## src/rtl/add_fp_pkg.sv

```systemverilog
// Shared constants and types for the fp64 add path and its retire stage.
package add_fp_pkg;

  localparam int LATENCY_FP64 = 4;

  typedef enum logic [2:0] {
    RTE = 3'b000,
    RTZ = 3'b001,
    RDN = 3'b010,
    RUP = 3'b011,
    RMM = 3'b100
  } rnd_mode_e;

  typedef struct packed {
    logic nv;
    logic of;
  } fp_flags_t;

  // Default-width retire record; the top packs the same field order for any TAG_W.
  localparam int RETIRE_TAG_W = 4;

  typedef struct packed {
    logic [RETIRE_TAG_W-1:0] tag;
    logic [63:0]             result;
    fp_flags_t               flags;
  } retire_entry_t;

endpackage

```

## src/rtl/sync_fifo_fwft.sv

```systemverilog
// First-word-fall-through FIFO over a flat register array; the extra pointer MSB
// separates full from empty.
module sync_fifo_fwft #(
  parameter int WIDTH = 8,
  parameter int DEPTH = 8
) (
  input  logic                     clock,
  input  logic                     reset,
  input  logic                     push,
  input  logic [WIDTH-1:0]         wdata,
  input  logic                     pop,
  output logic [WIDTH-1:0]         rdata,
  output logic                     empty,
  output logic [$clog2(DEPTH):0]   count
);

  localparam int AW = $clog2(DEPTH);

  logic [WIDTH-1:0] mem [DEPTH];
  logic [AW:0]      wr_ptr;
  logic [AW:0]      rd_ptr;
  logic             full;
  logic             do_push;
  logic             do_pop;

  assign count   = wr_ptr - rd_ptr;
  assign empty   = (count == '0);
  assign full    = (count == (AW+1)'(DEPTH));
  assign do_push = push & ~full;
  assign do_pop  = pop & ~empty;
  assign rdata   = mem[rd_ptr[AW-1:0]];

  always_ff @(posedge clock or posedge reset) begin
    if (reset) begin
      wr_ptr <= '0;
      rd_ptr <= '0;
    end else begin
      if (do_push) wr_ptr <= wr_ptr + 1'b1;
      if (do_pop)  rd_ptr <= rd_ptr + 1'b1;
    end
  end

  always_ff @(posedge clock) begin
    if (do_push) mem[wr_ptr[AW-1:0]] <= wdata;
  end

endmodule

```

## src/rtl/add_fp64_retire.sv

```systemverilog
// Retire stage behind the non-stallable add_fp64: credit-gated issue, tag delay
// line matching the adder latency, result FIFO and sticky exception flags.
module add_fp64_retire
  import add_fp_pkg::*;
#(
  parameter int LATENCY = LATENCY_FP64,
  parameter int DEPTH   = 8,
  parameter int TAG_W   = 4
) (
  input  logic                       clock,
  input  logic                       reset,
  input  logic                       issue_valid,
  input  logic [TAG_W-1:0]           issue_tag,
  output logic                       issue_ready,
  output logic                       fp_en,
  input  logic [63:0]                fp_result,
  input  logic                       fp_nv,
  input  logic                       fp_of,
  output logic                       out_valid,
  input  logic                       out_ready,
  output logic [TAG_W-1:0]           out_tag,
  output logic [63:0]                out_result,
  output logic                       out_nv,
  output logic                       out_of,
  input  logic                       fflags_clr,
  output logic                       fflags_nv,
  output logic                       fflags_of,
  output logic [$clog2(DEPTH):0]     occupancy
);

  localparam int CW = $clog2(DEPTH) + 1;
  localparam int EW = TAG_W + 64 + 2;

  logic             vld_p [LATENCY];
  logic [TAG_W-1:0] tag_p [LATENCY];
  logic [CW-1:0]    in_flight;
  logic [CW-1:0]    fifo_count;
  logic             fifo_empty;
  logic             wr_en;
  logic             pop;
  fp_flags_t        wr_flags;
  fp_flags_t        head_flags;
  logic [EW-1:0]    wr_entry;
  logic [EW-1:0]    head_entry;
  logic [TAG_W-1:0] head_tag;
  logic [63:0]      head_result;

  // Credit counts ops in flight against free FIFO slots, so a landing result
  // always finds room; a same-cycle pop is only credited one cycle later.
  always_comb begin
    in_flight = '0;
    for (int i = 0; i < LATENCY; i++) in_flight += CW'(vld_p[i]);
  end

  assign occupancy   = fifo_count + in_flight;
  assign issue_ready = (occupancy < CW'(DEPTH));
  assign fp_en       = issue_valid & issue_ready;

  // Delay line: stage 0 samples alongside the adder, last stage aligns with fp_result.
  always_ff @(posedge clock or posedge reset) begin
    if (reset) begin
      for (int i = 0; i < LATENCY; i++) vld_p[i] <= 1'b0;
    end else begin
      vld_p[0] <= fp_en;
      for (int i = 1; i < LATENCY; i++) vld_p[i] <= vld_p[i-1];
    end
  end

  always_ff @(posedge clock) begin
    tag_p[0] <= issue_tag;
    for (int i = 1; i < LATENCY; i++) tag_p[i] <= tag_p[i-1];
  end

  // Capture into the result FIFO.
  assign wr_en    = vld_p[LATENCY-1];
  assign wr_flags = '{nv: fp_nv, of: fp_of};
  assign wr_entry = {tag_p[LATENCY-1], fp_result, wr_flags};
  assign pop      = out_valid & out_ready;

  sync_fifo_fwft #(
    .WIDTH (EW),
    .DEPTH (DEPTH)
  ) u_fifo (
    .clock (clock),
    .reset (reset),
    .push  (wr_en),
    .wdata (wr_entry),
    .pop   (pop),
    .rdata (head_entry),
    .empty (fifo_empty),
    .count (fifo_count)
  );

  assign {head_tag, head_result, head_flags} = head_entry;

  // Head fields read as zero while empty so stale storage never shows.
  assign out_valid  = ~fifo_empty;
  assign out_tag    = out_valid ? head_tag    : '0;
  assign out_result = out_valid ? head_result : '0;
  assign out_nv     = out_valid & head_flags.nv;
  assign out_of     = out_valid & head_flags.of;

  // Sticky flags: a coincident set overrides the clear.
  always_ff @(posedge clock or posedge reset) begin
    if (reset) begin
      fflags_nv <= 1'b0;
      fflags_of <= 1'b0;
    end else begin
      fflags_nv <= (fflags_nv & ~fflags_clr) | (wr_en & fp_nv);
      fflags_of <= (fflags_of & ~fflags_clr) | (wr_en & fp_of);
    end
  end

endmodule

```

## config.mk

```make
export PLATFORM = sky130hd
export DESIGN_NAME = add_fp64_retire
export DESIGN_NICKNAME = d
export VERILOG_FILES = /design/src/rtl/add_fp_pkg.sv /design/src/rtl/sync_fifo_fwft.sv /design/src/rtl/add_fp64_retire.sv
export SDC_FILE = /design/constraint.sdc
export NUM_CORES = 1
export LEC_CHECK = 0
export ABC_AREA = 1
export CORE_MARGIN = 5
export CORE_UTILIZATION = 63
export DETAILED_ROUTE_END_ITERATION = 10
export PLACE_DENSITY_LB_ADDON = 0.12
export SLEW_MARGIN = 40
export SYNTH_ARGS = -nofsm -noshare
export SYNTH_HDL_FRONTEND = slang
export SYNTH_HIERARCHICAL = 1
export SYNTH_SLANG_ARGS = --single-unit
```

## constraint.sdc

```tcl
create_clock -name clock -period 10.1 [get_ports clock]
set_input_delay 1.01 -clock clock [delete_from_list [all_inputs] [get_ports clock]]
set_output_delay 1.01 -clock clock [all_outputs]
set_load 0.02 [all_outputs]
```

==> results of run 1 <==
==> where the power goes <==
group          total, mW  internal [mW]  switching (mW)
logic               3.71           1.36            2.35
registers           3.16           2.99           0.171
clock network       1.95           1.11           0.840
==> Yosys cell counts <==
| master | count |
|---|---|
| inv_2 | 3 |
| xnor2_1 | 1 |
| o21ai_1 | 50 |
| clkbuf_1 | 37 |
| or2_0 | 1 |
| dfxtp_1 | 16 |
| clkbuf_2 | 12 |
| fa_1 | 4 |
| nand3_1 | 16 |
| buf_2 | 40 |
| inv_1 | 94 |
| buf_4 | 5 |
| xor2_1 | 3 |
| o21ai_0 | 232 |
| a21oi_1 | 1 |
| nand2_1 | 250 |
| nor2_2 | 1 |
| ha_1 | 6 |
| nor2_1 | 363 |
| edfxtp_1 | 560 |
| nand3_2 | 3 |
| nand2_2 | 2 |
| dfrtp_1 | 14 |
| buf_6 | 23 |
| o22ai_1 | 140 |
==> per-layer routing <==
layer / GRT usage [%] / wire length, µm / up-vias
li1: - / - / 6895
met1: 33.68 / 20530 / 7211
met2: 42.12 / 26210 / 520
met3: 4.760 / 3560 / 96
met4: 6.644 / 1098 / 4
met5: 0 / 34 / -
==> through the flow <==
step | hold WS (ns) | total power [mW] | setup slack, ns | utilization, % | cells
after CTS | 0.3293 | 8.879 | 4.273 | 73.35 | 2503
after detailed placement | 0.3151 | 6.916 | 4.919 | 68.70 | 2403
final | 0.3266 | 8.826 | 4.526 | 73.41 | 2506
after global routing | 0.3336 | 9.363 | 4.218 | 73.41 | 2506
after floorplan | 0.3096 | 5.581 | 4.732 | - | 1877
after global placement | 0.3103 | 6.808 | 4.506 | 68.37 | 2399
==> worst max-delay path: stages, from the launching register on <==
cell	delay (ns)
dfrtp_4	0.76
clkinv_4	0.57
fa_1	0.67
or2_0	0.24
nor2_1	0.22
nand3_2	0.17
inv_2	0.08
buf_6	0.45
nor2_1	0.15
clkdlybuf4s50_1	0.60
==> cell type report <==
type | count | area (µm²)
multi-input cells | 1073 | 4971
clock buffers | 68 | 1488
repair buffers | 175 | 1795
diodes | 3 | 7.507
clock inverters | 32 | 219.0
inverters | 97 | 375.4
flip-flops and latches | 590 | 17500
fillers | 2418 | 9758
well taps | 468 | 585.6
==> path summary, 6_finish.rpt <==
check | startpoint | to | cells past startpoint
min in group asynchronous | reset | vld_p[3]$_DFF_PP0_ | 2
max in group asynchronous | reset | u_fifo/rd_ptr[1]$_DFFE_PP0P_ | 2
setup / recovery | u_fifo/rd_ptr[1]$_DFFE_PP0P_ | out_result[39] | 9
setup reg to reg | u_fifo/rd_ptr[1]$_DFFE_PP0P_ | u_fifo/mem[2][29]$_DFFE_PP_ | 10
hold / removal | tag_p[0][0]$_DFF_P_ | tag_p[1][0]$_DFF_P_ | 0
hold reg to reg | tag_p[0][0]$_DFF_P_ | tag_p[1][0]$_DFF_P_ | 0
==> logic make-up after synthesis <==
kind of cell | Yosys count | synth area share, %
compound gates | 423 | 9.769
xor+xnor | 4 | 0.1493
fa+ha+maj | 10 | 0.6612
buf+inv | 214 | 4.516
flops | 590 | 74.52
simple gates | 636 | 10.38
==> registers in the layout, summed over array words and instances, names as in the netlist <==
| name | cells |
|---|---|
| fflags_nv | 1 |
| fflags_of | 1 |
| wr_en | 1 |
| u_fifo/mem | 560 |
| vld_p | 3 |
| u_fifo/rd_ptr | 4 |
| u_fifo/wr_ptr | 4 |
| tag_p | 16 |
==> placed cells by master (no fill, tap or decap) <==
| cell | instances |
|---|---|
| a21oi_1 | 1 |
| buf_16 | 2 |
| buf_4 | 7 |
| buf_6 | 10 |
| buf_8 | 2 |
| bufinv_16 | 3 |
| clkbuf_1 | 9 |
| clkbuf_16 | 57 |
| clkbuf_8 | 3 |
| clkdlybuf4s50_1 | 153 |
| clkinv_1 | 18 |
| clkinv_2 | 10 |
| clkinv_4 | 2 |
| clkinvlp_4 | 1 |
| dfrtp_1 | 11 |
| dfrtp_4 | 3 |
| dfxtp_1 | 16 |
| diode_2 | 3 |
| edfxtp_1 | 560 |
| fa_1 | 4 |
| ha_1 | 6 |
| inv_1 | 92 |
| inv_2 | 2 |
| inv_6 | 1 |
| nand2_1 | 250 |
| nand2_2 | 2 |
| nand3_1 | 16 |
| nand3_2 | 3 |
| nor2_1 | 356 |
| nor2_2 | 1 |
| nor2_4 | 7 |
| o21ai_0 | 232 |
| o21ai_1 | 50 |
| o22ai_1 | 140 |
| or2_0 | 1 |
| xnor2_1 | 1 |
| xor2_1 | 3 |
==> flow_metrics.env, run 1 <==
export IMPL_status="complete, no violations"
export IMPL_maxCapViolations=0
export IMPL_yosys_area_top_type_share_pct=71.66
export IMPL_drive_gt1_share_pct=5.700
export IMPL_area_growth_pct=14.81
export IMPL_post_synth_top_area_cell="edfxtp_1"
export IMPL_place_congestion=0.7375
export IMPL_hp_class="reg -> reg"
export IMPL_viasPerCell=5.876
export IMPL_seq_area_frac_synth_pct=74.52
export IMPL_core_mm2=0.03670
export IMPL_cts_htree_levels=2
export IMPL_final_min_clock_period_ns=5.574
export IMPL_worst_setup_path_type="reg -> out"
export IMPL_post_drt_wl_per_cell_um=20.52
export IMPL_yosys_warnings=6
export IMPL_cts_path_max_buffers=3
export IMPL_crit_path_end_kind="output pin"
export IMPL_max_freq_mhz=179.4
export IMPL_ys_seq_elements=590
export IMPL_clock_sinks=590
export IMPL_stdcell_area_mm2=0.02694
export IMPL_grt_pass1_vias=14600
export IMPL_std_cell_rows=70
export IMPL_drt_pass1_iterations=5
export IMPL_drt_iter0_markers=1150
export IMPL_post_cts_resize_count=0
export IMPL_reg2reg_slack_ns=5.53
export IMPL_dp_hpwl_um=25640
export IMPL_p_leak_nw=9.478
export IMPL_wirelength_um=51430
export IMPL_finClkSkew_ns=0.02199
export IMPL_worst_slew_pin_slew_ns=0.8276
export IMPL_crit_fanout=72
export IMPL_final_hold_violation_count=0
export IMPL_grt_use_total_pct=24.87
export IMPL_drc=0
export IMPL_place_area_mm2=0.02521
export IMPL_synth_nets=1962
export IMPL_startpoint_type="register"
export IMPL_synth_cell_types=25
export IMPL_antenna_left=0
export IMPL_required_ns=9.09
export IMPL_clk_pin_slew_worst_paths_ns=0.06
export IMPL_clock_root_buffer="clkbuf_16"
export IMPL_nets=2078
export IMPL_port_buffers=153
export IMPL_synth_cells=1877
export IMPL_synth_area_top_cells="edfxtp_1 72%, nor2_1 5.8%, o21ai_0 4.9%"
export IMPL_dr_total_vias=14730
export IMPL_cts_tree="yes"
export IMPL_initial_core_util_pct=63.94
export IMPL_syn_avg_cell_area_um2=12.50
export IMPL_finalSetupTns_ns=0
export IMPL_overflow=0
export IMPL_ir_drop_mv=0.2583
export IMPL_antenna_found_initial=5
export IMPL_max_slew_margin_pct=44.83
export IMPL_min_period_over_period_pct=55.19
export IMPL_dieWidth_um=203.0
export IMPL_die_h_um=203.0
export IMPL_grt_max_degree=112
export IMPL_rsz0062_at_grt="false"
export IMPL_cts_setup_buffers=0
export IMPL_grt_first_pass_wirelength_um=80200
export IMPL_setup_viol=0
export IMPL_synth_area_mm2=0.02347
export IMPL_arrival_ns=4.56
export IMPL_ctsHoldBuffers=0
export IMPL_numCtsBuffers=56
export IMPL_power_density_mw_per_mm2=327.6
export IMPL_clock_latency_ns=0.59
export IMPL_top_level_ports=154
export IMPL_die_area_mm2=0.04120
export IMPL_final_max_slew_violation_count=0
Power figures use the tool's default switching activity.
==> run 2, diff against run 1 <==
--- a/config.mk
+++ b/config.mk
@@ -7,7 +7,7 @@
 export LEC_CHECK = 0
 export ABC_AREA = 1
 export CORE_MARGIN = 5
-export CORE_UTILIZATION = 63
+export CORE_UTILIZATION = 53
 export DETAILED_ROUTE_END_ITERATION = 10
 export PLACE_DENSITY_LB_ADDON = 0.12
 export SLEW_MARGIN = 40
==> constraint.sdc (replaced) <==
create_clock -name clock -period 4.8 [get_ports clock]
set_input_delay 0.48 -clock clock [delete_from_list [all_inputs] [get_ports clock]]
set_output_delay 0.48 -clock clock [all_outputs]
set_load 0.02 [all_outputs]
==> run 2 against run 1 <==
Power increased by 110%. Die area grew 18%. Global-route usage is 3.5 points lower. Sequential power rose by 110%. Register-to-register slack worse by 4.2 ns. Clock-buffer cell count grew 12. Combinational power up 120%. Cell area up 1.3%. Flip-flop and latch count did not move. Critical path depth unchanged. Largest power group unchanged.
==> flow_metrics.env, run 2 (synthesis gave the netlist of run 1 again) <==
export IMPL_r2r_start="u_fifo/rd_ptr[1]$_DFFE_PP0P_"
export IMPL_ctsHoldBuffers=0
export IMPL_dieWidth_um=220.4
export IMPL_rsz0062_at_grt="false"
export IMPL_top_level_ports=154
export IMPL_critPathMaxStageDelay_ns=0.71
export IMPL_clk_pin_slew_worst_paths_ns=0.06
export IMPL_reg2reg_to="u_fifo/mem[4][29]$_DFFE_PP_"
export IMPL_min_period_over_period_pct=92.91
export IMPL_core_mm2=0.04403
export IMPL_startpoint_type="register"
export IMPL_final_max_slew_violation_count=0
export IMPL_final_hold_violation_count=0
export IMPL_setup_viol=0
export IMPL_p_leak_nw=9.564
export IMPL_overflow=0
export IMPL_grt_max_degree=126
export IMPL_critical_path_top_delay_family="buffers and inverters"
export IMPL_antenna_found_initial=5
export IMPL_cts_setup_buffers=0
export IMPL_final_min_clock_period_ns=4.460
export IMPL_layout_common_cells="560 x edfxtp_1, 356 x nor2_1, 250 x nand2_1"
export IMPL_die_h_um=220.4
export IMPL_largest_reg_flops=560
export IMPL_post_cts_resize_count=0
export IMPL_ir_drop_mv=0.5400
export IMPL_maxCapViolations=0
export IMPL_setup_ws_ns=0.3403
export IMPL_nets=2087
export IMPL_area_growth_pct=16.32
export IMPL_final_common_cell="edfxtp_1"
export IMPL_worst_path_max_delay_cell="dfrtp_4"
export IMPL_drc=0
export IMPL_r2r_cells=10
export IMPL_grt_pass1_vias=14140
export IMPL_grt_use_total_pct=21.34
export IMPL_required_ns=4.32
export IMPL_status="complete, no violations"
export IMPL_clock_sinks=590
export IMPL_cts_tree="yes"
export IMPL_worst_hold_slack_ns=0.1581
export IMPL_max_slew_margin_pct=45.33
export IMPL_place_congestion=0.7395
export IMPL_crit_buf_inv=4
export IMPL_crit_path_end_kind="output pin"
export IMPL_clock_root_buffer="clkbuf_16"
export IMPL_antenna_left=0
export IMPL_fin_cells=2640
export IMPL_post_drt_wl_per_cell_um=19.83
export IMPL_grt_first_pass_wirelength_um=80110
export IMPL_reg2reg_slack_ns=1.34
export IMPL_hp_class="in -> async"
export IMPL_std_cell_rows=77
export IMPL_initial_core_util_pct=53.30
export IMPL_port_buffers=153
export IMPL_worst_slew_pin_slew_ns=0.8201
export IMPL_dp_cells=2534
export IMPL_crit_start="u_fifo/rd_ptr[1]$_DFFE_PP0P_"
export IMPL_path_cells="inv_4 > fa_1 > or2_0 > nor2_1 > nand3_2 > inv_2 > buf_12 > nor2_1 > clkdlybuf4s50_1"
export IMPL_fill_cells=3369
export IMPL_path_common_cell="nor2_1"
export IMPL_dr_total_vias=14420
export IMPL_drt_pass1_iterations=5
export IMPL_cts_path_max_buffers=3
export IMPL_worst_setup_path_type="reg -> out"
export IMPL_viasPerCell=5.463
export IMPL_finClkSkew_ns=0.01039
export IMPL_place_ws_ns=0.9229
export IMPL_arrival_ns=3.98
export IMPL_clock_latency_ns=0.59
export IMPL_drive_gt1_share_pct=6.207
export IMPL_die_area_mm2=0.04858
export IMPL_drt_iter0_markers=963
export IMPL_max_freq_mhz=224.2
export IMPL_final_util_pct=61.99
export IMPL_dp_hpwl_um=26630
export IMPL_wirelength_um=52360
export IMPL_crit_fanout=43
export IMPL_cts_htree_levels=2
export IMPL_power_density_mw_per_mm2=688.2
export IMPL_numCtsBuffers=58
-- run 2: layout make-up --
cell class	instances	area, µm²	area share (%)
Inverter	97	375.4	1.375
Clock buffer	80	1608	5.891
Tap cell	592	740.7	2.714
Timing Repair Buffer	182	1909	6.995
Clock inverter	24	188.9	0.6922
Multi-Input combinational cell	1073	4971	18.21
Sequential cell	590	17500	64.10
Antenna cell	2	5.005	0.01834
-- run 2: worst max-delay path by stage --
| stage | endpoint | slack, ns | cells past startpoint |
|---|---|---|---|
| finish | out_result[26] | 0.34 | 9 |
| global route | out_result[44] | 0.06 | 9 |
| CTS | out_result[2] | 0.27 | 9 |
| detailed placement | out_result[2] | 0.92 | 9 |
| global placement | out_of | 0.98 | 9 |
| floorplan | u_fifo/mem[2][0]$_DFFE_PP_ | -0.57 | 12 |
-- run 2: stage by stage --
step	TNS, ns	area, µm²	power (mW)
2_1_floorplan	-119.35	23480	11.73
3_3_place_gp	0	25460	14.57
3_5_place_dp	0	25480	14.68
4_1_cts	0	27280	18.97
5_1_grt	0	27290	19.95
6_report	0	27290	18.78
-- run 2: metal layers --
| layer | up-vias | global-route usage [%] | part of all wire (%) |
|---|---|---|---|
| li1 | 6916 | - | - |
| met1 | 7110 | 27.92 | 42 |
| met2 | 311 | 37.38 | 51 |
| met3 | 80 | 3.790 | 4.9 |
| met4 | 6 | 5.388 | 1.9 |
| met5 | - | 0 | 0.088 |
-- run 2: worst reg2reg max path, delay by kind of cell (launching register included) --
family	cells	cell delay, ns
buffers and inverters	3	0.56
DFF	1	0.71
adders and majority gates	1	0.43
and+or+nand+nor	6	1.34
-- run 2: where the power goes --
group	leakage, nW	internal (mW)	switching [mW]
clock network	0.876	2.48	1.80
registers	5.37	6.28	0.219
logic	3.32	2.92	5.08
total	9.56	11.7	7.10
